[config.mk]
export PLATFORM = sky130hd
export DESIGN_NAME = sm3_msg_arb
export DESIGN_NICKNAME = d
export VERILOG_FILES = /design/src/rtl/sm3_msg_arb.sv
export SDC_FILE = /design/constraint.sdc
export NUM_CORES = 1
export LEC_CHECK = 0
export BUFFER_PORTS_ARGS = -buffer_cell sky130_fd_sc_hd__buf_2
export CAP_MARGIN = 15
export CORE_ASPECT_RATIO = 0.6
export CORE_MARGIN = 1
export CORE_UTILIZATION = 50
export CTS_CLUSTER_SIZE = 24
export DETAILED_ROUTE_END_ITERATION = 10
export PLACE_DENSITY = 0.78
export REMOVE_ABC_BUFFERS = 1
export SETUP_SLACK_MARGIN = 0.4
export SLEW_MARGIN = 20
export SYNTH_ARGS = -nofsm -noshare
export SYNTH_HDL_FRONTEND = slang
export SYNTH_SLANG_ARGS = --single-unit
[constraint.sdc]
create_clock -name clk -period 3.8 [get_ports clk]
set_clock_uncertainty 0.05 [all_clocks]
set_input_delay 0.19 -clock clk [delete_from_list [all_inputs] [get_ports clk]]
set_output_delay 0.19 -clock clk [all_outputs]
set_load 0.01 [all_outputs]
[src/rtl/sm3_msg_arb.sv]
// Message-granular two-requester arbiter feeding sm3_pad_core: one owner per message, held until
// the padded message drains, with a registered forward stage, byte-enable format check and drain timeout.
module sm3_msg_arb #(
  parameter  int INPT_DW   = 32,
  parameter  int DRAIN_TMO = 1024,
  localparam int BW        = INPT_DW / 8
) (
  input  logic               clk,
  input  logic               rst_n,
  input  logic               req0_vld_i,
  input  logic [INPT_DW-1:0] req0_d_i,
  input  logic [BW-1:0]      req0_vld_byte_i,
  input  logic               req0_lst_i,
  output logic               req0_rdy_o,
  input  logic               req1_vld_i,
  input  logic [INPT_DW-1:0] req1_d_i,
  input  logic [BW-1:0]      req1_vld_byte_i,
  input  logic               req1_lst_i,
  output logic               req1_rdy_o,
  output logic               msg_inpt_vld_o,
  output logic [INPT_DW-1:0] msg_inpt_d_o,
  output logic [BW-1:0]      msg_inpt_vld_byte_o,
  output logic               msg_inpt_lst_o,
  input  logic               pad_otpt_lst_i,
  output logic               own_id_o,
  output logic               busy_o,
  output logic [60:0]        msg_byte_cnt_o,
  output logic [15:0]        msg_cnt0_o,
  output logic [15:0]        msg_cnt1_o,
  output logic               err_fmt_o,
  output logic               err_tmo_o
);

  localparam int TW = (DRAIN_TMO > 1) ? $clog2(DRAIN_TMO) : 1;

  typedef enum logic [1:0] {IDLE, XFER, DRAIN} state_t;

  state_t             state_q, state_d;
  logic               own_q, own_d;
  logic               last_q, last_d;
  logic [TW-1:0]      tmo_q, tmo_d;
  logic               vld_q, lst_q, fmt_q;
  logic [INPT_DW-1:0] d_q;
  logic [BW-1:0]      vb_q;
  logic [60:0]        byte_cnt_q;
  logic [15:0]        cnt0_q, cnt1_q;

  logic               sel_vld, sel_lst, acc, grant, done, tmo_hit, therm, fmt_bad;
  logic [INPT_DW-1:0] sel_d;
  logic [BW-1:0]      sel_vb, inv_vb, inv_p1;
  logic [7:0]         pc;

  assign sel_vld = own_q ? req1_vld_i      : req0_vld_i;
  assign sel_d   = own_q ? req1_d_i        : req0_d_i;
  assign sel_vb  = own_q ? req1_vld_byte_i : req0_vld_byte_i;
  assign sel_lst = own_q ? req1_lst_i      : req0_lst_i;
  assign acc     = (state_q == XFER) && sel_vld;

  // Thermometer from MSB <=> the inverted mask is a run of low-order ones.
  assign inv_vb  = ~sel_vb;
  assign inv_p1  = inv_vb + 1'b1;
  assign therm   = (sel_vb != '0) && ((inv_vb & inv_p1) == '0);
  assign fmt_bad = sel_lst ? !therm : (sel_vb != '1);
  assign tmo_hit = (state_q == DRAIN) && (tmo_q == '0) && !pad_otpt_lst_i;

  always_comb begin
    pc = '0;
    for (int i = 0; i < BW; i++) pc = pc + 8'(sel_vb[i]);
  end

  always_comb begin
    state_d = state_q;
    own_d   = own_q;
    last_d  = last_q;
    tmo_d   = tmo_q;
    grant   = 1'b0;
    done    = 1'b0;
    case (state_q)
      IDLE: begin
        if (req0_vld_i || req1_vld_i) begin
          grant   = 1'b1;
          state_d = XFER;
          own_d   = (req0_vld_i && req1_vld_i) ? ~last_q : req1_vld_i;
        end
      end
      XFER: begin
        if (acc && sel_lst) begin
          state_d = DRAIN;
          tmo_d   = TW'(DRAIN_TMO - 1);
        end
      end
      DRAIN: begin
        if (pad_otpt_lst_i) begin
          done    = 1'b1;
          last_d  = own_q;
          state_d = IDLE;
        end else if (tmo_q == '0) begin
          last_d  = own_q;
          state_d = IDLE;
        end else begin
          tmo_d = tmo_q - 1'b1;
        end
      end
      default: state_d = IDLE;
    endcase
  end

  // last_q resets to 1 so that a simultaneous first request favours req0.
  always_ff @(posedge clk or negedge rst_n) begin
    if (!rst_n) begin
      state_q <= IDLE;
      own_q   <= 1'b0;
      last_q  <= 1'b1;
      tmo_q   <= '0;
    end else begin
      state_q <= state_d;
      own_q   <= own_d;
      last_q  <= last_d;
      tmo_q   <= tmo_d;
    end
  end

  always_ff @(posedge clk or negedge rst_n) begin
    if (!rst_n) begin
      vld_q      <= 1'b0;
      d_q        <= '0;
      vb_q       <= '0;
      lst_q      <= 1'b0;
      fmt_q      <= 1'b0;
      byte_cnt_q <= '0;
      cnt0_q     <= '0;
      cnt1_q     <= '0;
    end else begin
      vld_q <= acc;
      fmt_q <= acc && fmt_bad;
      if (acc) begin
        d_q        <= sel_d;
        vb_q       <= sel_vb;
        lst_q      <= sel_lst;
        byte_cnt_q <= byte_cnt_q + 61'(pc);
      end else begin
        lst_q <= 1'b0;
      end
      if (grant) byte_cnt_q <= '0;
      if (done && own_q)  cnt1_q <= cnt1_q + 1'b1;
      if (done && !own_q) cnt0_q <= cnt0_q + 1'b1;
    end
  end

  assign req0_rdy_o          = (state_q == XFER) && !own_q;
  assign req1_rdy_o          = (state_q == XFER) && own_q;
  assign msg_inpt_vld_o      = vld_q;
  assign msg_inpt_d_o        = d_q;
  assign msg_inpt_vld_byte_o = vb_q;
  assign msg_inpt_lst_o      = lst_q;
  assign own_id_o            = own_q;
  assign busy_o              = (state_q != IDLE);
  assign msg_byte_cnt_o      = byte_cnt_q;
  assign msg_cnt0_o          = cnt0_q;
  assign msg_cnt1_o          = cnt1_q;
  assign err_fmt_o           = fmt_q;
  assign err_tmo_o           = tmo_hit;

endmodule

==> summary.txt, run 1 <==
Status
  – Outcome: finished clean

Clock tree
  – CTS tree: done
  – H-tree depth: 4
  – Clk_lat worst skew: 0.41 ns
  – Total CTS buffers: 17
  – CTS sink cnt: 146
  – Clock slew at reported path FFs: 0.07 ns
  – Clock Tree Root: clkbuf_16
  – Clk buf depth: 2

Cells and area
  – Layout Nets: 1,014
  – Multi-input logic area: 3376 sq um
  – Fillers: 1,107
  – Total area of sequential cells: 3656 sq um
  – P&R area growth vs syn: 30.56%
  – Fin area: 9269 sq um
  – Final core utilization: 0.6741
  – Inserted Diodes: 0
  – Layout cells sized above 1: 0.3294

Synth
  – Yosys reg bits: 146
  – Post-synth EDFFs: 0
  – Post-synthesis mux area share: 0.06010
  – Area share of the leading cell type in the synthesized netlist: 0.5111
  – Largest family of logic cells by synthesized area: simple AND/OR/NAND/NOR gates
  – Adder-cell share of the synthesized area: 0.01551
  – Synth async-reset ratio: 1.000
  – Yosys warnings: 0
  – Compound-gate portion of the synthesized area: 0.09693
  – Post-synthesis xor/xnor area fraction: 0.07402
  – Post-Syn Instances: 701
  – Top FF cell, synth: dfrtp_1
  – Synth Area in Simple Gates: 0.2115
  – Register area share after synthesis: 0.5148
  – Avg Inst Size Synth: 10.13 sq um
  – Synth area leaders: dfrtp_1, mux2i_1, xnor2_1
  – Synth unique cells: 54
  – Post-synth top cells: dfrtp_1, nand2_1, o21ai_0
  – Yosys top cell by area: dfrtp_1
  – Most numerous cell in the Yosys netlist: dfrtp_1
  – Post-Syn Area: 7099 sq um

Routing
  – Average wire per cell in the routed design: 16.15 um
  – DRT Wirelength: 18,300 um
  – DRC: 0
  – DRT Pass-1 Iters: 5
  – Detailed Route Iter0 Violations: 437
  – Antenna-violating nets left: 0
  – Vias per cell: 5.485
  – DR vias: 6,215

Worst hold path
  – HP Class: in -> reg

Timing
  – Final Cycle Share: 0.8801
  – Final worst setup slack: 0.4557 ns
  – Fmax achieved: 0.2990 GHz
  – Pins Over Slew Limit: 0
  – Worst-Margin Slew: 0.8892 ns
  – Max-Slew Margin vs Limit: 0.4027
  – Tmin final: 3.344 ns
  – RSZ-0062 raised after global routing: true
  – Hold_ws: 0.01657 ns
  – Final Hold Fails: 0
  – Final setup viols: 0

Floorplan
  – Starting Density: 0.5163
  – Die height: 94.30 um
  – # rows: 33
  – Full die area: 14,690 sq um
  – Die W: 155.8 um
  – I/O pin count: 216
  – CORE AREA: 13,750 sq um

Placed design
  – Post-detail-place hpwl: 12,730 um
  – Placed cell area: 8384 sq um
  – Post-Place Worst Slack: 0.3157 ns
  – Port Buf Inserts: 215
  – RD Place Congestion: 0.8059

Pwr
  – Sw Ratio: 0.3543
  – Sequential share of power: 0.378
  – Clock power share: 0.327
  – Psw: 1.892 mW
  – Power per standard cell area: 576.2 nW/um^2
  – Power consumption: 5.341 mW
  – Static Leakage: 4.589 nW
  – Gate power share: 0.295
  – Max VDD drop: 0.3628 mV
  – P_int: 3.449 mW

GRT
  – Grt ovf: 0
  – Vias in the first global route: 5,526
  – Initial antenna violation count: 0
  – Largest net degree at the start of global routing: 90
  – Gr usage total: 0.2503
  – First-pass GRT wire length: 28,700 um

Setup path
  – CP Class: reg -> reg
  – Crit path arrival time: 3.63 ns
  – Critical path endpoint category: flip-flop
  – CP max FO: 8
  – CP Data Required Time: 4.09 ns
  – Critical path startpoint category: flip-flop

Flow run
  – Max-cap violations: 0
power groups by stage:
stage	logic (mW)	registers, mW	clock network (mW)
2_1_floorplan	0.714	2.20	0
3_3_place_gp	1.48	2.02	0
3_5_place_dp	1.51	2.03	0
4_1_cts	1.51	2.01	1.78
5_1_grt	1.76	2.06	1.85
6_report	1.58	2.02	1.75
metrics by stage:
stage / cells / TNS [ns]
2_1_floorplan: 671 / -33.27
3_3_place_gp: 1088 / 0
3_5_place_dp: 1088 / 0
4_1_cts: 1124 / 0
5_1_grt: 1133 / 0
6_report: 1133 / 0
kinds of logic after synthesis:
| logic type | count (synthesis) |
|---|---|
| AND/OR/NAND/NOR | 275 |
| flip-flops | 146 |
| AO/OA/AOI/OAI | 122 |
| XOR/XNOR | 60 |
| buffers and inverters | 49 |
| multiplexers | 42 |
| adder cells (fa/ha/maj) | 7 |
cells in the final DEF (no fill, tap or decap), types with 4 or more instances in the layout:
| cell | instances |
|---|---|
| or4_4 | 5 |
| and2_1 | 6 |
| nor3_1 | 6 |
| xnor2_1 | 37 |
| mux2i_1 | 37 |
| and4_1 | 10 |
| buf_2 | 214 |
| clkbuf_16 | 19 |
| or4_1 | 11 |
| inv_1 | 16 |
| and3_1 | 13 |
| nand3_1 | 32 |
| nand4_1 | 23 |
| or3_1 | 23 |
| xor2_1 | 23 |
| inv_6 | 7 |
| a21oi_1 | 31 |
| ha_1 | 4 |
| dfrtp_1 | 144 |
| nand2_1 | 81 |
| a31oi_1 | 4 |
| buf_4 | 16 |
| nor2_1 | 39 |
| o31ai_1 | 7 |
| o21ai_0 | 61 |
| o31ai_2 | 5 |
cell type report:
class                           count  share of cell area
Sequential cell                   146              0.3944
Multi-Input combinational cell    506              0.3642
Timing Repair Buffer              238              0.1419
Clock buffer                       17             0.04590
Tap cell                          192             0.02592
Clock inverter                     15             0.01998
Inverter                           19            0.007694
critical path, stage by stage (launching register included):
cell and delay (ns):
dfrtp_2 0.43, mux2i_2 0.28, inv_1 0.09, fa_1 0.50, inv_2 0.04, fa_2 0.36
inv_2 0.07, fa_2 0.17, nand3b_1 0.14, nor2_4 0.19, nand3_4 0.13, buf_12 0.21
or4_1 0.47, a21oi_1 0.14
flip-flops by register name (all words and copies together), names as in the netlist:
signal / flops
msg_inpt_vld_o: 1
msg_inpt_lst_o: 1
msg_inpt_d_o: 32
msg_inpt_vld_byte_o: 4
err_fmt_o: 1
msg_cnt1_o: 16
state_q: 2
last_q: 1
msg_cnt0_o: 16
own_id_o: 1
msg_byte_cnt_o: 61
tmo_q: 10
layer usage:
layer | GRT usage | wire length [um] | vias up
li1 | - | - | 2942
met1 | 0.3813 | 8855 | 3015
met2 | 0.3579 | 8038 | 233
met3 | 0.05212 | 1195 | 25
met4 | 0.06944 | 208 | 0
met5 | 0 | 0 | -
final timing paths:
kind / startpoint / endpoint / slack (ns) / depth (start not counted)
max reg2reg: own_id_o / msg_byte_cnt_o[48] / 0.46 / 13
min reg2reg: msg_cnt0_o[15] / msg_cnt0_o[15] / 0.41 / 1
min: req0_d_i[25] / msg_inpt_d_o[25] / 0.02 / 3
max: own_id_o / msg_byte_cnt_o[48] / 0.46 / 13
max in group asynchronous: rst_n / last_q / 2.37 / 3
min in group asynchronous: rst_n / msg_byte_cnt_o[49] / 0.35 / 2
what timing repair did:
item                                    in CTS  in global routing
pin swaps                                    0                 15
cloned                                       0                  2
endpoints found under the setup margin       5                 37
resized for setup                            0                 32
hold endpoints to repair                    88                  0
hold buffers                                 2                  0
buffers inserted                             2                  7
(Power assumes the default switching activity.)
==> run 2: changes to the inputs <==
BUFFER_PORTS_ARGS = -buffer_cell sky130_fd_sc_hd__clkbuf_2   (was -buffer_cell sky130_fd_sc_hd__buf_2)
CTS_BUF_LIST = sky130_fd_sc_hd__clkbuf_4 sky130_fd_sc_hd__clkbuf_8 sky130_fd_sc_hd__clkbuf_16   (was not set)
==> summary.txt, run 2 (same netlist as run 1, synthesis figures left out) <==
Pwr
  – Static Leakage: 4.475 nW
  – Power per standard cell area: 559.7 nW/um^2
  – Max VDD drop: 0.3640 mV
  – Power consumption: 5.151 mW

Cells and area
  – P&R area growth vs syn: 29.63%
  – Commonest non-fill, non-tap cell in the layout: clkbuf_2
  – Inserted Diodes: 0
  – Layout cells sized above 1: 0.3266
  – Fin area: 9203 sq um
  – Post-route insts no fill: 1,132
  – Most frequent cells in the layout: clkbuf_2, dfrtp_1, nand2_1
  – Max FFs per register: 61
  – Layout Nets: 1,013
  – Fillers: 1,120

Timing
  – Hold_ws: 0.01343 ns
  – Pins Over Slew Limit: 0
  – Worst-Margin Slew: 0.9794 ns
  – Tmin final: 3.339 ns
  – Final setup viols: 0
  – Final Cycle Share: 0.8786
  – Fmax achieved: 0.2995 GHz
  – Final Hold Fails: 0
  – RSZ-0062 raised after global routing: true
  – Max-Slew Margin vs Limit: 0.3427

Routing
  – Antenna-violating nets left: 0
  – DRC: 0
  – DR vias: 6,192
  – DRT Pass-1 Iters: 5
  – Average wire per cell in the routed design: 16.06 um
  – DRT Wirelength: 18,180 um
  – Detailed Route Iter0 Violations: 494
  – Vias per cell: 5.470

GRT
  – Grt ovf: 0
  – Initial antenna violation count: 0
  – First-pass GRT wire length: 28,500 um
  – Most Crowded Layer GR: met1
  – Vias in the first global route: 5,489
  – M1 GR Usage: 0.3858
  – Largest net degree at the start of global routing: 90
  – Met2 GRT Util: 0.3586
  – Gr usage total: 0.2492
  – Grt met3 use: 0.03967

Clock tree
  – CTS tree: done
  – H-tree depth: 4
  – CTS sink cnt: 146
  – Clk buf depth: 2
  – Clock Tree Root: clkbuf_16
  – Total CTS buffers: 17
  – Clk_lat worst skew: 0.41 ns
  – Clock slew at reported path FFs: 0.06 ns

Placed design
  – Placed cell count: 1,088
  – Placed cell area: 8384 sq um
  – Port Buf Inserts: 215
  – RD Place Congestion: 0.8217
  – Post-detail-place hpwl: 12,630 um

Setup path
  – Buf/Inv on CP: 4
  – Cell Chain, Critical Path: mux2i_4 > inv_2 > fa_1 > inv_2 > fa_2 > inv_2 > fa_2 > nand3b_1 > nor2_4 > nand3_4 > buf_12 > or4_4 > a21oi_2
  – CP Data Required Time: 4.09 ns
  – Crit path arrival time: 3.63 ns
  – Worst path max stage delay: 0.51 ns
  – CP Class: reg -> reg
  – Crit-path slowest cell: fa_1
  – Critical path startpoint category: flip-flop
  – Most frequent CP cell: inv_2
  – CP delay by family, top: adder cells
  – CP max FO: 8
  – Critical path endpoint category: flip-flop

Floorplan
  – CORE AREA: 13,750 sq um
  – I/O pin count: 216
  – Full die area: 14,690 sq um
  – Die W: 155.8 um
  – Die height: 94.30 um
  – # rows: 33
  – Starting Density: 0.5163

Status
  – Outcome: finished clean

Worst hold path
  – HP Class: in -> reg

Flow run
  – Max-cap violations: 0
run 2: cell types whose count changed in the layout (fill, tap and decap cells not counted), moves of 4 or more:
cell      delta
o31ai_2      -4
buf_2      -214
clkinv_4     +4
o31ai_1      +5
inv_6        -4
clkbuf_2   +214
run 2: metrics by stage:
step	TNS (ns)	utilization	worst slack, ns
2_1_floorplan	-33.27	-	-1.036
3_3_place_gp	0	0.6098	0.4201
3_5_place_dp	0	0.6098	0.2517
4_1_cts	0	0.6536	0.4053
5_1_grt	0	0.6693	0.3120
6_report	0	0.6693	0.4614
run 2: worst paths after layout:
path / start / endpoint / slack, ns / cells past startpoint
max: own_id_o / msg_byte_cnt_o[46] / 0.46 / 13
min: req0_d_i[15] / msg_inpt_d_o[15] / 0.01 / 3
max reg2reg: own_id_o / msg_byte_cnt_o[46] / 0.46 / 13
min reg2reg: msg_cnt1_o[15] / msg_cnt1_o[15] / 0.42 / 1
max in group asynchronous: rst_n / last_q / 2.35 / 3
min in group asynchronous: rst_n / msg_byte_cnt_o[49] / 0.37 / 2
run 2: worst reg2reg max path, delay by kind of cell (launching register included):
family / cells / cell delay (ns)
AO/OA/AOI/OAI: 1 / 0.15
buffers and inverters: 4 / 0.37
flip-flops: 1 / 0.45
adder cells (fa/ha/maj): 3 / 1.05
multiplexers: 1 / 0.27
AND/OR/NAND/NOR: 4 / 0.93
run 2: repair_timing:
action,CTS,global route
cloned,0,2
buffers inserted,2,6
setup endpoints to repair,6,33
gates resized for setup,3,29
pin swaps,0,17
hold buffers,2,0
hold endpoints to repair,88,0
run 2: power by group:
| part | switching, mW | leakage, nW | internal [mW] | total, mW |
|---|---|---|---|---|
| sequential | 0.201 | 1.91 | 1.83 | 2.03 |
| combinational | 0.956 | 2.30 | 0.606 | 1.56 |
| clock | 0.681 | 0.266 | 0.878 | 1.56 |
run 2: layer usage:
layer  routed length [um]  up-vias
met3                  937       21
met2                 7904      213
met5                    0        -
met4                  191        0
li1                     -     2956
met1                 9141     3002
run 2: cell type report:
class                           instances  area (sq um)  share of cell area
Tap cell                              192         240.2             0.02610
Timing Repair Buffer                  237          1324              0.1438
Sequential cell                       146          3656              0.3973
Inverter                               19         71.32            0.007750
Multi-Input combinational cell        506          3356              0.3646
Clock inverter                         13         102.6             0.01115
Clock buffer                           19         452.9             0.04922
==> run 3: changes to the inputs <==
PLACE_DENSITY = 0.89   (was 0.78)
clock period = 3.45 ns   (was 3.8 ns; I/O delays follow)
==> summary.txt, run 3 (same netlist as run 1, synthesis figures left out) <==
Cells and area
  – Commonest non-fill, non-tap cell in the layout: clkbuf_2
  – Total area of sequential cells: 3656 sq um
  – Max FFs per register: 61
  – Multi-input logic area: 3435 sq um
  – Layout cells sized above 1: 0.3441
  – Layout Nets: 1,035
  – Most frequent cells in the layout: clkbuf_2, dfrtp_1, nand2_1
  – Post-route insts no fill: 1,154
  – Inserted Diodes: 0
  – P&R area growth vs syn: 34.53%
  – Final core utilization: 0.6946
  – Fillers: 977

GRT
  – Met2 GRT Util: 0.4576
  – Gr usage total: 0.2824
  – Initial antenna violation count: 0
  – First-pass GRT wire length: 32,090 um
  – M1 GR Usage: 0.3704
  – Grt ovf: 0
  – Vias in the first global route: 6,290
  – Most Crowded Layer GR: met2
  – Largest net degree at the start of global routing: 89
  – Grt met3 use: 0.06596

Timing
  – Fin Setup TNS: 0 ns
  – Final setup viols: 0
  – Final Hold Fails: 0
  – Pins Over Slew Limit: 0
  – Final Cycle Share: 0.9821
  – Worst-Margin Slew: 0.9945 ns
  – Fmax achieved: 0.2951 GHz
  – RSZ-0062 raised after global routing: true
  – Tmin final: 3.388 ns
  – Max-Slew Margin vs Limit: 0.3320

Clock tree
  – Total CTS buffers: 17
  – H-tree depth: 4
  – Clk_lat worst skew: 0.42 ns
  – Clk buf depth: 2
  – Clock slew at reported path FFs: 0.07 ns
  – CTS sink cnt: 146
  – Clock Tree Root: clkbuf_16
  – CTS tree: done

Setup path
  – CP max FO: 4
  – Critical path endpoint category: flip-flop
  – CP Class: reg -> reg
  – Crit-path slowest cell: fa_1
  – Crit path arrival time: 3.65 ns
  – CP delay by family, top: adder cells
  – Critical path startpoint category: flip-flop
  – Worst path max stage delay: 0.52 ns
  – CP Data Required Time: 3.71 ns
  – Cell Chain, Critical Path: mux2i_2 > inv_1 > fa_1 > inv_2 > fa_2 > inv_2 > fa_1 > nand3b_1 > nor2_2 > buf_4 > buf_6 > nand4_1 > buf_6 > buf_4 > xnor2_2 > nor2_1
  – Buf/Inv on CP: 7

Pwr
  – Power consumption: 5.923 mW
  – Static Leakage: 4.657 nW
  – Max VDD drop: 0.3647 mV
  – Power per standard cell area: 620.1 nW/um^2

Floorplan
  – Full die area: 14,690 sq um
  – I/O pin count: 216
  – Die height: 94.30 um
  – CORE AREA: 13,750 sq um
  – Starting Density: 0.5163
  – # rows: 33
  – Die W: 155.8 um

Routing
  – DRT Pass-1 Iters: 5
  – Detailed Route Iter0 Violations: 661
  – DRT Wirelength: 20,650 um
  – DR vias: 6,587
  – Antenna-violating nets left: 0
  – Average wire per cell in the routed design: 17.90 um
  – Vias per cell: 5.708
  – DRC: 0

Placed design
  – Placed cell count: 1,093
  – Port Buf Inserts: 215
  – RD Place Congestion: 0.8753
  – Post-detail-place hpwl: 13,620 um

Worst hold path
  – HP Class: in -> reg

Status
  – Outcome: finished clean

Flow run
  – Max-cap violations: 0
-- run 3: report_power, final --
group	switching (mW)	total (mW)	internal, mW
Sequential	0.208	2.22	2.01
Clock	0.799	1.84	1.04
Combinational	1.11	1.87	0.756
-- run 3: cell type report --
| type | instances | share of cell area |
|---|---|---|
| clock buffer | 18 | 0.04598 |
| clock inverter | 14 | 0.01507 |
| inverter | 19 | 0.007468 |
| multi-input combinational | 506 | 0.3596 |
| sequential | 146 | 0.3828 |
| tap | 192 | 0.02515 |
| timing repair buffer | 259 | 0.1639 |
-- run 3: per-stage QoR --
stage / instance area (sq um) / worst slack [ns] / hold WS [ns]
after floorplan: 6978 / -1.386 / -0.1731
after global placement: 8434 / 0.1639 / 0.2398
after detailed placement: 8434 / 0.03659 / 0.2402
after CTS: 9422 / 0.2014 / 0.0006686
after global routing: 9550 / -0.07554 / 0.009984
final: 9550 / 0.06183 / 0.003851
-- run 3: timing repair --
action / 4_1_cts / 5_1_grt
cloned: 3 / 0
hold buffers: 12 / 0
hold endpoints to repair: 96 / 0
setup buffers: 12 / 2
pin swaps: 28 / 9
endpoints found under the setup margin: 41 / 55
gates resized for setup: 34 / 28
-- run 3: worst reg2reg max path, cell delays in order, from the launching register on --
cell	delay (ns)
dfrtp_2	0.40
mux2i_2	0.26
inv_1	0.09
fa_1	0.52
inv_2	0.04
fa_2	0.36
inv_2	0.07
fa_1	0.17
nand3b_1	0.11
nor2_2	0.20
buf_4	0.16
buf_6	0.10
nand4_1	0.19
buf_6	0.24
buf_4	0.14
xnor2_2	0.13
nor2_1	0.06
-- run 3: path summary, 6_finish.rpt --
kind | from | endpoint | slack (ns) | cells after the start
max in group asynchronous | rst_n | last_q | 2.13 | 3
hold / removal | req1_d_i[28] | msg_inpt_d_o[28] | 0.004 | 3
setup reg to reg | own_id_o | msg_byte_cnt_o[32] | 0.06 | 16
min in group asynchronous | rst_n | msg_cnt0_o[6] | 0.34 | 2
hold reg to reg | last_q | last_q | 0.43 | 2
setup / recovery | own_id_o | msg_byte_cnt_o[32] | 0.06 | 16
-- run 3: metal layers --
layer / part of all wire / vias to the layer above
li1: - / 3002
met1: 0.43 / 3191
met2: 0.46 / 343
met3: 0.081 / 51
met4: 0.023 / 0
met5: 0 / -
